[src/rtl/ctrlu_pkg.sv]
// ctrlu_pkg: shared constants and types for the RV32I control unit.
// Holds opcode constants, the ALU operation encoding, write-back and
// byte-mask constants, and the decoded-control bundle type.
package ctrlu_pkg;

  localparam logic [6:0] OPC_LUI    = 7'b0110111;
  localparam logic [6:0] OPC_AUIPC  = 7'b0010111;
  localparam logic [6:0] OPC_JAL    = 7'b1101111;
  localparam logic [6:0] OPC_JALR   = 7'b1100111;
  localparam logic [6:0] OPC_BRANCH = 7'b1100011;
  localparam logic [6:0] OPC_LOAD   = 7'b0000011;
  localparam logic [6:0] OPC_STORE  = 7'b0100011;
  localparam logic [6:0] OPC_OPIMM  = 7'b0010011;
  localparam logic [6:0] OPC_OP     = 7'b0110011;

  localparam logic [6:0] F7_BASE = 7'b0000000;
  localparam logic [6:0] F7_ALT  = 7'b0100000;

  typedef enum logic [3:0] {
    ALU_ADD    = 4'b0000,
    ALU_SUB    = 4'b0001,
    ALU_SLT    = 4'b0010,
    ALU_SLTU   = 4'b0011,
    ALU_XOR    = 4'b0100,
    ALU_OR     = 4'b0101,
    ALU_AND    = 4'b0110,
    ALU_SLL    = 4'b0111,
    ALU_SRL    = 4'b1000,
    ALU_SRA    = 4'b1001,
    ALU_PASS_B = 4'b1111
  } alu_op_e;

  localparam logic [1:0] WB_PC4  = 2'b00;
  localparam logic [1:0] WB_ALU  = 2'b01;
  localparam logic [1:0] WB_LOAD = 2'b10;

  localparam logic [3:0] MASK_NONE = 4'b0000;
  localparam logic [3:0] MASK_BYTE = 4'b0001;
  localparam logic [3:0] MASK_HALF = 4'b0011;
  localparam logic [3:0] MASK_WORD = 4'b1111;

  typedef struct packed {
    logic       pc_sel;
    logic       rd_wren;
    logic       insn_vld;
    logic       br_un;
    logic       opa_sel;
    logic       opb_sel;
    alu_op_e    alu_op;
    logic       mem_wren;
    logic [3:0] mask;
    logic       mem_un;
    logic [1:0] wb_sel;
  } ctrl_t;

  // Access size from funct3[1:0]: 00 byte, 01 half, 10 word, 11 none.
  function automatic logic [3:0] size_mask(input logic [1:0] sz);
    case (sz)
      2'b00:   return MASK_BYTE;
      2'b01:   return MASK_HALF;
      2'b10:   return MASK_WORD;
      default: return MASK_NONE;
    endcase
  endfunction

endpackage

[src/rtl/ctrlu_if.sv]
// ctrlu_if: instruction/comparator inputs and control outputs of ctrlu.
// master: drives i_instr/i_br_less/i_br_equal, observes o_* controls.
// slave:  the control unit itself.
interface ctrlu_if;
  logic [31:0] i_instr;
  logic        i_br_less;
  logic        i_br_equal;
  logic        o_pc_sel;
  logic        o_pc_wren;
  logic        o_rd_wren;
  logic        o_insn_vld;
  logic        o_br_un;
  logic        o_opa_sel;
  logic        o_opb_sel;
  logic [3:0]  o_alu_op;
  logic        o_mem_wren;
  logic [3:0]  o_mask;
  logic        o_mem_un;
  logic [1:0]  o_wb_sel;

  modport master (
    output i_instr, i_br_less, i_br_equal,
    input  o_pc_sel, o_pc_wren, o_rd_wren, o_insn_vld, o_br_un, o_opa_sel,
           o_opb_sel, o_alu_op, o_mem_wren, o_mask, o_mem_un, o_wb_sel
  );

  modport slave (
    input  i_instr, i_br_less, i_br_equal,
    output o_pc_sel, o_pc_wren, o_rd_wren, o_insn_vld, o_br_un, o_opa_sel,
           o_opb_sel, o_alu_op, o_mem_wren, o_mask, o_mem_un, o_wb_sel
  );
endinterface

[src/rtl/ctrlu_dec.sv]
// ctrlu_dec: purely combinational RV32I decode into a ctrl_t bundle.
// Ports: instr/br_less/br_equal in, ctrl out. Zero latency.
// Any malformed encoding collapses to the fixed "invalid" bundle.
module ctrlu_dec
  import ctrlu_pkg::*;
(
  input  logic [31:0] instr,
  input  logic        br_less,
  input  logic        br_equal,
  output ctrl_t       ctrl
);

  logic [6:0] opc;
  logic [2:0] f3;
  logic [6:0] f7;
  logic       unused_fields;
  ctrl_t      d;
  logic       ok;

  assign opc = instr[6:0];
  assign f3  = instr[14:12];
  assign f7  = instr[31:25];
  // Register and immediate fields are consumed by the datapath, not here.
  assign unused_fields = ^{instr[24:15], instr[11:7]};

  always_comb begin
    d        = '0;
    d.alu_op = ALU_ADD;
    d.wb_sel = WB_PC4;
    ok       = 1'b1;

    case (opc)
      OPC_LUI: begin
        d.rd_wren = 1'b1; d.opb_sel = 1'b1;
        d.alu_op  = ALU_PASS_B; d.wb_sel = WB_ALU;
      end
      OPC_AUIPC: begin
        d.rd_wren = 1'b1; d.opa_sel = 1'b1; d.opb_sel = 1'b1;
        d.wb_sel  = WB_ALU;
      end
      OPC_JAL: begin
        d.rd_wren = 1'b1; d.opa_sel = 1'b1; d.opb_sel = 1'b1;
        d.pc_sel  = 1'b1;
      end
      OPC_JALR: begin
        d.rd_wren = 1'b1; d.opb_sel = 1'b1; d.pc_sel = 1'b1;
        ok        = (f3 == 3'b000);
      end
      OPC_BRANCH: begin
        d.opa_sel = 1'b1; d.opb_sel = 1'b1;
        d.br_un   = (f3[2:1] == 2'b11);
        // f3[0] inverts the sense: BNE/BGE/BGEU are the negated forms.
        d.pc_sel  = (f3[2] ? br_less : br_equal) ^ f3[0];
        ok        = (f3[2:1] != 2'b01);
      end
      OPC_LOAD: begin
        d.rd_wren = 1'b1; d.opb_sel = 1'b1; d.wb_sel = WB_LOAD;
        d.mask    = size_mask(f3[1:0]);
        d.mem_un  = f3[2];
        ok        = (f3 inside {3'b000, 3'b001, 3'b010, 3'b100, 3'b101});
      end
      OPC_STORE: begin
        d.mem_wren = 1'b1; d.opb_sel = 1'b1;
        d.mask     = size_mask(f3[1:0]);
        ok         = (f3 inside {3'b000, 3'b001, 3'b010});
      end
      OPC_OPIMM, OPC_OP: begin
        d.rd_wren = 1'b1;
        d.opb_sel = (opc == OPC_OPIMM);
        d.wb_sel  = WB_ALU;
        case (f3)
          3'b000:  d.alu_op = ALU_ADD;
          3'b001:  d.alu_op = ALU_SLL;
          3'b010:  d.alu_op = ALU_SLT;
          3'b011:  d.alu_op = ALU_SLTU;
          3'b100:  d.alu_op = ALU_XOR;
          3'b101:  d.alu_op = (f7 == F7_ALT) ? ALU_SRA : ALU_SRL;
          3'b110:  d.alu_op = ALU_OR;
          default: d.alu_op = ALU_AND;
        endcase
        if (opc == OPC_OP) begin
          if (f7 == F7_ALT) begin
            ok = (f3 == 3'b101) || (f3 == 3'b000);
            if (f3 == 3'b000) d.alu_op = ALU_SUB;
          end else begin
            ok = (f7 == F7_BASE);
          end
        end else if (f3 == 3'b001) begin
          ok = (f7 == F7_BASE);
        end else if (f3 == 3'b101) begin
          ok = (f7 == F7_BASE) || (f7 == F7_ALT);
        end
      end
      default: ok = 1'b0;
    endcase

    d.insn_vld = 1'b1;
    if (!ok) begin
      ctrl        = '0;
      ctrl.alu_op = ALU_ADD;
      ctrl.wb_sel = WB_ALU;
    end else begin
      ctrl = d;
    end
  end

endmodule

[src/rtl/ctrlu.sv]
// ctrlu: RV32I control unit top; decode plus run/reset gating.
// Ports: i_clk, i_rst_n (sync, active-low), bus (ctrlu_if.slave).
// Outputs are combinational from bus inputs; run_q masks side effects.
module ctrlu
  import ctrlu_pkg::*;
(
  input  logic   i_clk,
  input  logic   i_rst_n,
  ctrlu_if.slave bus
);

  ctrl_t ctrl;
  logic  run_q;

  ctrlu_dec u_dec (
    .instr    (bus.i_instr),
    .br_less  (bus.i_br_less),
    .br_equal (bus.i_br_equal),
    .ctrl     (ctrl)
  );

  always_ff @(posedge i_clk) begin
    if (!i_rst_n) run_q <= 1'b0;
    else          run_q <= 1'b1;
  end

  // Anything with architectural side effects is held off until run_q.
  assign bus.o_pc_wren  = run_q;
  assign bus.o_pc_sel   = run_q & ctrl.pc_sel;
  assign bus.o_rd_wren  = run_q & ctrl.rd_wren;
  assign bus.o_mem_wren = run_q & ctrl.mem_wren;
  assign bus.o_insn_vld = run_q & ctrl.insn_vld;

  assign bus.o_br_un    = ctrl.br_un;
  assign bus.o_opa_sel  = ctrl.opa_sel;
  assign bus.o_opb_sel  = ctrl.opb_sel;
  assign bus.o_alu_op   = ctrl.alu_op;
  assign bus.o_mask     = ctrl.mask;
  assign bus.o_mem_un   = ctrl.mem_un;
  assign bus.o_wb_sel   = ctrl.wb_sel;

endmodule

[src/flat_wrapper.sv]
// flat-port wrapper written by rule: the top's interface ports become plain ports
module ctrlu_flat import ctrlu_pkg::*;
  (i_clk, i_rst_n, bus_i_instr, bus_i_br_less, bus_i_br_equal, bus_o_pc_sel, bus_o_pc_wren, bus_o_rd_wren, bus_o_insn_vld, bus_o_br_un, bus_o_opa_sel, bus_o_opb_sel, bus_o_alu_op, bus_o_mem_wren, bus_o_mask, bus_o_mem_un, bus_o_wb_sel);
  ctrlu_if bus_i ();
  input  logic i_clk;
  input  logic i_rst_n;
  input wire logic [$bits(bus_i.i_instr)-1:0] bus_i_instr;
  input wire logic [$bits(bus_i.i_br_less)-1:0] bus_i_br_less;
  input wire logic [$bits(bus_i.i_br_equal)-1:0] bus_i_br_equal;
  output wire logic [$bits(bus_i.o_pc_sel)-1:0] bus_o_pc_sel;
  output wire logic [$bits(bus_i.o_pc_wren)-1:0] bus_o_pc_wren;
  output wire logic [$bits(bus_i.o_rd_wren)-1:0] bus_o_rd_wren;
  output wire logic [$bits(bus_i.o_insn_vld)-1:0] bus_o_insn_vld;
  output wire logic [$bits(bus_i.o_br_un)-1:0] bus_o_br_un;
  output wire logic [$bits(bus_i.o_opa_sel)-1:0] bus_o_opa_sel;
  output wire logic [$bits(bus_i.o_opb_sel)-1:0] bus_o_opb_sel;
  output wire logic [$bits(bus_i.o_alu_op)-1:0] bus_o_alu_op;
  output wire logic [$bits(bus_i.o_mem_wren)-1:0] bus_o_mem_wren;
  output wire logic [$bits(bus_i.o_mask)-1:0] bus_o_mask;
  output wire logic [$bits(bus_i.o_mem_un)-1:0] bus_o_mem_un;
  output wire logic [$bits(bus_i.o_wb_sel)-1:0] bus_o_wb_sel;
  assign bus_i.i_instr = bus_i_instr;
  assign bus_i.i_br_less = bus_i_br_less;
  assign bus_i.i_br_equal = bus_i_br_equal;
  assign bus_o_pc_sel = bus_i.o_pc_sel;
  assign bus_o_pc_wren = bus_i.o_pc_wren;
  assign bus_o_rd_wren = bus_i.o_rd_wren;
  assign bus_o_insn_vld = bus_i.o_insn_vld;
  assign bus_o_br_un = bus_i.o_br_un;
  assign bus_o_opa_sel = bus_i.o_opa_sel;
  assign bus_o_opb_sel = bus_i.o_opb_sel;
  assign bus_o_alu_op = bus_i.o_alu_op;
  assign bus_o_mem_wren = bus_i.o_mem_wren;
  assign bus_o_mask = bus_i.o_mask;
  assign bus_o_mem_un = bus_i.o_mem_un;
  assign bus_o_wb_sel = bus_i.o_wb_sel;
  ctrlu u_core (.i_clk(i_clk), .i_rst_n(i_rst_n), .bus(bus_i));
endmodule
[config.mk]
export PLATFORM = sky130hd
export DESIGN_NAME = ctrlu_flat
export DESIGN_NICKNAME = d
export VERILOG_FILES = /design/src/rtl/ctrlu_pkg.sv /design/src/rtl/ctrlu_if.sv /design/src/rtl/ctrlu_dec.sv /design/src/rtl/ctrlu.sv /design/src/flat_wrapper.sv
export SDC_FILE = /design/constraint.sdc
export NUM_CORES = 1
export LEC_CHECK = 0
export ABC_AREA = 1
export CORE_MARGIN = 3
export CORE_UTILIZATION = 33
export CTS_CLUSTER_DIAMETER = 40
export DETAILED_ROUTE_END_ITERATION = 8
export GPL_ROUTABILITY_DRIVEN = 0
export PLACE_DENSITY_LB_ADDON = 0.08
export SYNTH_ARGS = -nofsm -noshare
export SYNTH_HDL_FRONTEND = slang
export SYNTH_SLANG_ARGS = --single-unit
[constraint.sdc]
create_clock -name i_clk -period 2 [get_ports i_clk]
set_input_delay 0.4 -clock i_clk [delete_from_list [all_inputs] [get_ports i_clk]]
set_output_delay 0.4 -clock i_clk [all_outputs]
set_load 0.01 [all_outputs]
Word-level counts from Yosys, hierarchy flattened
Index checks and enable logic that the tools add are counted.

operators by class
  bitwise operators = 5
  reduce and logical (&&, ||, !) cells = 15
  equality and inequality tests = 20
  multiplexer cells = 24

operators by type and width
  cell                                                             count
  7-bit by 6-bit == test with 1-bit output, second input constant  4
  4-bit case mux with 7 select lines                               1
  7-bit == test, second input constant                             3
  18-bit two-way mux                                               1
  4-bit two-way mux                                                4
  7-bit by 5-bit == test with 1-bit output, second input constant  2
  7-bit OR reduction                                               2
  1-bit two-way mux                                                12
  4-bit case mux with 3 select lines                               1
  3-bit == test, second input constant                             3
  4-bit case mux with 2 select lines                               1
  7-bit by 2-bit == test with 1-bit output, second input constant  1
  7-bit zero test                                                  1
  3-bit by 2-bit == test with 1-bit output, second input constant  2
  1-bit case mux with 6 select lines                               1
  2-bit OR reduction                                               3
  3-bit OR reduction                                               2
  5-bit nonzero test                                               1
  1-bit AND                                                        4
  2-bit == test, second input constant                             2
  1-bit case mux with 2 select lines                               2
  2-bit case mux with 2 select lines                               1
  4-bit OR reduction                                               1
  3-bit by 1-bit == test with 1-bit output, second input constant  1
  7 further kinds                                                  8

storage, ports and cells
  word-level logic and storage cells = 65
  output and inout bits = 19
  bits of input ports = 36
  register bits = 1

Longest topological paths before layout
  depth in word-level cells = 9
  gate-level depth with buffers = 12
  gate-level depth less buffers = 11

Modules after synthesis
A second synthesis with hierarchy kept.

second synthesis, totals
  cell total of the unflattened synthesis = 150
  area total of the unflattened synthesis = 833.3 sq um

modules (own cells, without submodules)
  module     cells each  times used  sequential area each (sq um)  area an instance (sq um)
  ctrlu_dec  141         1           0.0                           783.3
  ctrlu      9           1           20.0                          50.0

Least setup slack after synthesis
No wires, ideal clock.

  path type = in2out
  start point = input port bus_i_instr[13]
  end point = output port bus_o_mask[3]
  path slack = 0.002 ns
  buffers on the path = 1
  data arrival time = 1.598 ns
  required time = 1.600 ns
  stages = 11
  path through = inv_1 ha_1 inv_1 o21ai_0 o21ai_1 nand2_1 nand2_1 nand2_2 inv_4 nor2_1 buf_4

on the way
  word-level cells in the longest chain between the ends = 6
  elaborated cells on any way between the ends = 20
  those cells by class = eq/ne: 7; mux: 8; reduce/logical: 5

ends and longest elaborated chain
  what                                                          line                              RTL
  start: declaration                                            flat_wrapper.sv:7                 input wire logic [$bits(bus_i.i_instr)-1:0] bus_i_instr;
  3-bit == test / 3-bit zero test (equally long branches)       -
  1-bit two-way mux / 1-bit logical OR (equally long branches)  ctrlu_dec.sv:90, ctrlu_dec.sv:83
  1-bit two-way mux, on equally long branches                   ctrlu_dec.sv:88, ctrlu_dec.sv:82
  1-bit two-way mux                                             ctrlu_dec.sv:81                   if (opc == OPC_OP) begin
  1-bit case mux with 6 select lines                            ctrlu_dec.sv:32                   case (opc)
  18-bit two-way mux *                                          ctrlu_dec.sv:98                   if (!ok) begin
  end: declaration                                              flat_wrapper.sv:19                output wire logic [$bits(bus_i.o_mask)-1:0] bus_o_mask;

Every way passes the cells marked *; elsewhere a longest branch is shown, timed or not.

Worst setup path after layout
  start point = input port bus_i_instr[4]
  end point = output port bus_o_rd_wren

on the way
  word-level cells in the longest chain between the ends = 5
  elaborated cells on any way between the ends = 17
  those cells by class = eq/ne: 9; mux: 4; bitwise: 1; reduce/logical: 3

ends and longest elaborated chain
  what                                                                            line                RTL
  7-bit == test (tied with other cells)                                           ctrlu_dec.sv:32
  3-bit OR reduction (no source line) (tied with other cells)                     -
  1-bit case mux with 6 select lines / 1-bit two-way mux (equally long branches)  ctrlu_dec.sv:32
  18-bit two-way mux *                                                            ctrlu_dec.sv:98
  1-bit AND *                                                                     ctrlu.sv:30         assign bus.o_rd_wren = run_q & ctrl.rd_wren;
  end: declaration                                                                flat_wrapper.sv:12  output wire logic [$bits(bus_i.o_rd_wren)-1:0] bus_o_rd_wren;

Marked as above.

==> flow_summary.json <==
{
  "drt_pass1_iterations": 5,
  "cp_slowest_cell": "nor2_2",
  "largest_reg_flops": 1,
  "hold_viol_final": 0,
  "fin_ws_ns": -0.338,
  "initial_core_util_pct": 37.5,
  "fin_crit_ns": 2.34,
  "status": "complete, but fails checks",
  "first_iter_violations": 129,
  "leakagePower_nw": 0.894,
  "grt_pass1_vias": 1306,
  "hp-class": "primary input to register",
  "fin_crit_sh_pct": 117,
  "final_cell_mix": "buf_4, nand2_1, buf_2",
  "combPwrFrac_pct": 91.6,
  "setup_tns_ns": -4.00,
  "coreArea_um2": 1840,
  "async_reset_ff_share_pct": 0,
  "switching_share_pct": 49.1,
  "critPathCaptureType": "primary output",
  "numPortBuffers": 39,
  "die_h_um": 51.7,
  "vias": 1500,
  "grtUsageMet2_pct": 54.9,
  "io_pins": 55,
  "crit_type": "primary input to primary output",
  "worst_slew_pin_slew_ns": 0.436,
  "ys_warn_count": 0,
  "grt_pass1_wl_um": 5820,
  "wl_per_cell_um": 19.4,
  "max_stage_delay_ns": 0.17,
  "post_drt_via_cell_ratio": 5.81,
  "maxCapViolCount": 0,
  "layout.cells.non_filler": 258,
  "final_nets": 277,
  "hold_depth": 1,
  "synthFlopType": "dfxtp_1",
  "syn_avg_cell_area_um2": 4.89,
  "rsz0062_at_grt": "yes",
  "nFillCells": 83,
  "synth_top_cell_by_area": "nand2_1",
  "hpwl_um": 2170,
  "failed_checks": "negative setup slack",
  "num_rows": 15,
  "p_seq_share_pct": 8.4,
  "clkPwrFrac_pct": 0,
  "yosysSeqAreaShare_pct": 2.90,
  "crit_chain": "buf_2 > inv_2 > nand2_2 > nor2_2 > buf_4 > nand3_1 > nand2_2 > nor3_4 > nand2_2 > buf_6 > nand2_8 > nor2_1 > buf_2",
  "met1_usage_pct": 31.1,
  "fmax_mhz": 428,
  "power_switching_uw": 135,
  "netlist_instances": 141,
  "grt-ovfl-total": 0,
  "finalMaxSlewViolations": 0,
  "drive_gt1_share_pct": 60.9,
  "antenna_found_initial": 0,
  "place_inst": 234,
  "synthToLayoutAreaGrowth_pct": 144,
  "setup_violations": 16,
  "grt_busiest_layer": "met2",
  "cp.required_ns": 1.60,
  "power_uw": 276,
  "final_common_cell": "buf_4",
  "die-width_um": 51.7,
  "ys_seq_elements": 1,
  "synth_edf_count": 0,
  "ir_worst_vdd_mv": 0.205,
  "synth_area_um2": 689,
  "syn_nets": 183,
  "powerDensity_nw_per_um2": 164,
  "cp.depth": 13,
  "critPathMaxFanout": 4,
  "synth.area.top_cells": "nand2_1, nor2_1, inv_1",
  "intPower_uw": 141,
  "synth_top_area_share_pct": 22.9,
  "grt_use_total_pct": 28.3,
  "dieArea_um2": 2670,
  "max_slew_margin_pct": 70.9,
  "ant_nets": 0,
  "grtUsageMet3_pct": 2.01,
  "path_buf_inv": 5,
  "path_clk_slew_ns": 0,
  "routed_wl_um": 5000,
  "synth.distinct_cells": 24,
  "grt_max_degree": 8,
  "drcViolationCount": 0,
  "critPathLaunchType": "primary input",
  "crit_arrival_ns": 1.94,
  "critPathTopFamily": "simple AND/OR/NAND/NOR gates",
  "path_common_cell": "nand2_2",
  "antennaDiodeCount": 0
}
## stage by stage
step / hold WS (ns) / utilization [%] / cell area (µm²) / worst slack (ns)
4_1_cts: 0.862 / 84.1 / 1550 / -0.0971
3_5_place_dp: 0.855 / 72.2 / 1330 / -0.995
3_3_place_gp: 0.857 / 72.2 / 1330 / -0.913
6_report: 0.862 / 91.5 / 1680 / -0.338
5_1_grt: 0.885 / 91.5 / 1680 / -0.331
2_1_floorplan: 0.428 / - / 689 / 0.00235
## cells in the mapped netlist (2+ instances only)
cell and number:
nand2_1 42, nor2_1 31, inv_1 24, a21boi_0 2, ha_1 6, nand3_1 12
a31oi_1 2, a21oi_1 4, nand2_2 2, nand4_1 2
## per-layer routing
layer | wire length [µm] | part of all wire, % | up-vias
met5 | 0 | 0 | -
met4 | 434 | 8.7 | 0
met3 | 521 | 10 | 60
met2 | 2340 | 47 | 157
met1 | 1700 | 34 | 660
li1 | - | - | 623
## worst paths after layout
check / start / to / slack [ns]
setup / recovery: bus_i_instr[4] / bus_o_rd_wren / -0.34
hold / removal: i_rst_n / u_core.bus.o_pc_wren / 0.86
## what timing repair did
action	CTS	global route
endpoints found under the setup margin	18	17
resized for setup	171	37
hold buffers	0	0
pin swaps	30	18
setup buffers	19	5
## logic make-up (layout without fill, tap and decap cells)
kind of cell	Yosys count	after routing	share of synthesized area, %
AOI/OAI and AO/OA	10	10	8.35
xor gates and xnor gates	1	1	1.27
buffers and inverters	27	119	15.6
DFF	1	1	2.90
and+or+nand+nor	96	96	61.0
adders and majority gates	6	6	10.9
## final cells by class
cell class                      count  area (µm²)  area share (%)
Multi-Input combinational cell    113         782            46.5
Tap cell                           25        31.3            1.86
Inverter                           26         120            7.14
Timing Repair Buffer               93         729            43.3
Sequential cell                     1        20.0            1.19
## power groups by stage
stage / clock, mW / sequential (mW) / combinational [mW]
CTS: 0 / 0.0226 / 0.205
global placement: 0 / 0.0224 / 0.158
detailed placement: 0 / 0.0222 / 0.162
finish: 0 / 0.0233 / 0.253
floorplan: 0 / 0.0227 / 0.0618
global route: 0 / 0.0234 / 0.265
No activity file was read; power rests on OpenSTA's default activity.
==> edit: new RTL, config.mk and constraints unchanged <==
Make the reset (`i_rst_n`) asynchronous in one clocked block.
--- a/src/rtl/ctrlu.sv
+++ b/src/rtl/ctrlu.sv
@@ -21,3 +21,3 @@
 
-  always_ff @(posedge i_clk) begin
+  always_ff @(posedge i_clk or negedge i_rst_n) begin
     if (!i_rst_n) run_q <= 1'b0;
Behaviour: differs if i_rst_n is asserted again (counterexample within 4 cycles, from zero or initial values and one cycle with i_rst_n low); with i_rst_n held inactive, the same outputs for 10 cycles.
==> edit against the original RTL <==
The run still ends with negative setup slack left. Via count down 13%. Largest cell class unchanged. Final area down 1.3%. Combinational power down 10%. Critical path type unchanged. Wire length down 28%. Critical path depth unchanged. Sequential cell count unchanged. Worst hold slack worse by 0.31 ns. Worst setup slack better by 0.18 ns. Synthesized area up 1.3%. Total power down 9.2%. Sequential share of layout area up 0.32 points. Utilization down 7.7 points.
==> edit: results (changes against the original RTL) <==
Syn Nets: 184 (+0.55%)
Top cells by area, synth: nand2_1 23%, nor2_1 17%, inv_1 13%, ha_1 11%, nand3_1 8.6%
Outcome: finished, violations left
Asr flop ratio synth: 100% (+100 points)
Share of layout cells above drive strength 1: 60.5% (-0.42 points)
N_diodes: 0 (unchanged)
Max reg flops: 1 (unchanged)
Resized cells post-CTS: 176 (+2.9%)
Via count of the routed design: 1312 (-13%)
Met3 Track Usage GR: 2.58% (+0.57 points)
Footprint of the multi-input gates: 777 µm² (-0.64%)
Detailed Routing Iterations Pass 1: 4 (-1)
1st-iter DRT viols: 38 (-71%)
Routed len/inst: 14.1 µm (-27%)
Met1 wire length: 1360 µm (-20%)
Nets: 272 (-1.8%)
Metal3 WL: 210 µm (-60%)
DR WL met2: 1910 µm (-18%)
Fill count: 116 (+40%)
Yosys warnings: 0 (unchanged)
Worst IR drop on VDD: 175 µV (-14%)
Worst-path clk slew: 0 ns (unchanged)
Worst Hold Slack: 0.549 ns (-0.313 ns)
Vias in the first global route: 1216 (-6.9%)
I/O Buffers: 39 (unchanged)
Post CTS Setup Buffer Count: 14 (-5)
Setup violators final: 15 (-1)
Highest Signal Layer: met4
Mean area per synthesized cell: 4.92 µm² (+0.56%)
Worst Hold Class: in2async
Antenna violations before repair: 0 (unchanged)
Synth Flop Type: dfrtp_1
Register area share after synthesis: 3.58% (+0.68 points)
First-pass GRT wire length: 4990 µm (-14%)
Cell variety after synth: 25 (+4.2%)
Setup slack at placement: -0.924 ns (+0.0715 ns)
Pin count of the biggest net entering global routing: 9 (+1)
DR vias/cell: 5.15 (-12%)
M2 GR Usage: 46.0% (-8.8 points)
Placed inst area: 1330 µm² (-0.28%)
Leakage: 0.879 nW (-1.7%)
Global Route Usage Sum: 23.5% (-4.8 points)
Max FO, Critical Path: 7 (+3)
Top post-synthesis cells by count: 42 x nand2_1, 31 x nor2_1, 24 x inv_1, 12 x nand3_1, 6 x ha_1
Cell Count Post-Placement: 235 (+0.43%)
Final worst setup slack: -0.159 ns (+0.179 ns)
Grt met1 use: 25.0% (-6.1 points)
Setup_tns: -1.98 ns (+2.01 ns)
Violated checks: negative setup slack
DP HPWL: 2120 µm (-2.4%)
[edit: changes by cell type after synthesis]
| cell | before | now |
|---|---|---|
| dfxtp_1 | 1 | 0 |
| dfrtp_1 | 0 | 1 |
| conb_1 | 0 | 1 |
[edit: worst max-delay path: stages]
cell and delay (ns):
buf_2 0.14, inv_2 0.07, buf_4 0.13, nand2_1 0.10, nor2_2 0.06, nand3_2 0.09
nand2_2 0.07, nor3_4 0.20, nand2_4 0.10, buf_6 0.14, clkinv_8 0.07, nor2_1 0.04
buf_2 0.14
[edit: logic make-up (layout without fill, tap and decap cells)]
logic type	Yosys count	after routing	share of synthesized area [%]
other	1	1	0.537
XOR/XNOR	1	1	1.25
flip-flops	1	1	3.58
buffers and inverters	27	113	15.4
adder cells (fa/ha/maj)	6	6	10.8
AND/OR/NAND/NOR	96	96	60.2
AO/OA/AOI/OAI	10	10	8.24
[edit: cell type report]
type                       instances  area share, %
sequential                         1           1.51
tap                               27           2.03
inverter                          26           7.23
multi-input combinational        114           46.8
timing repair buffer              87           42.5
[edit: how the worst max path moves through the flow]
stage                               start              end  cells past startpoint  slack, ns
after global routing      bus_i_instr[12]  bus_o_alu_op[2]                     13      -0.24
after global placement    bus_i_instr[12]  bus_o_wb_sel[0]                     11      -0.85
final                      bus_i_instr[5]    bus_o_opb_sel                     13      -0.16
after floorplan           bus_i_instr[13]    bus_o_mask[3]                     11      0.002
after CTS                 bus_i_instr[13]    bus_o_opa_sel                     13      -0.10
after detailed placement  bus_i_instr[12]  bus_o_wb_sel[0]                     11      -0.92
[edit: power breakdown]
group	total (W)	switching, W	internal (W)
logic	0.000227	0.000114	0.000113
registers	0.0000235	0.00000185	0.0000216
clock network	0	0	0
total	0.000251	0.000116	0.000135
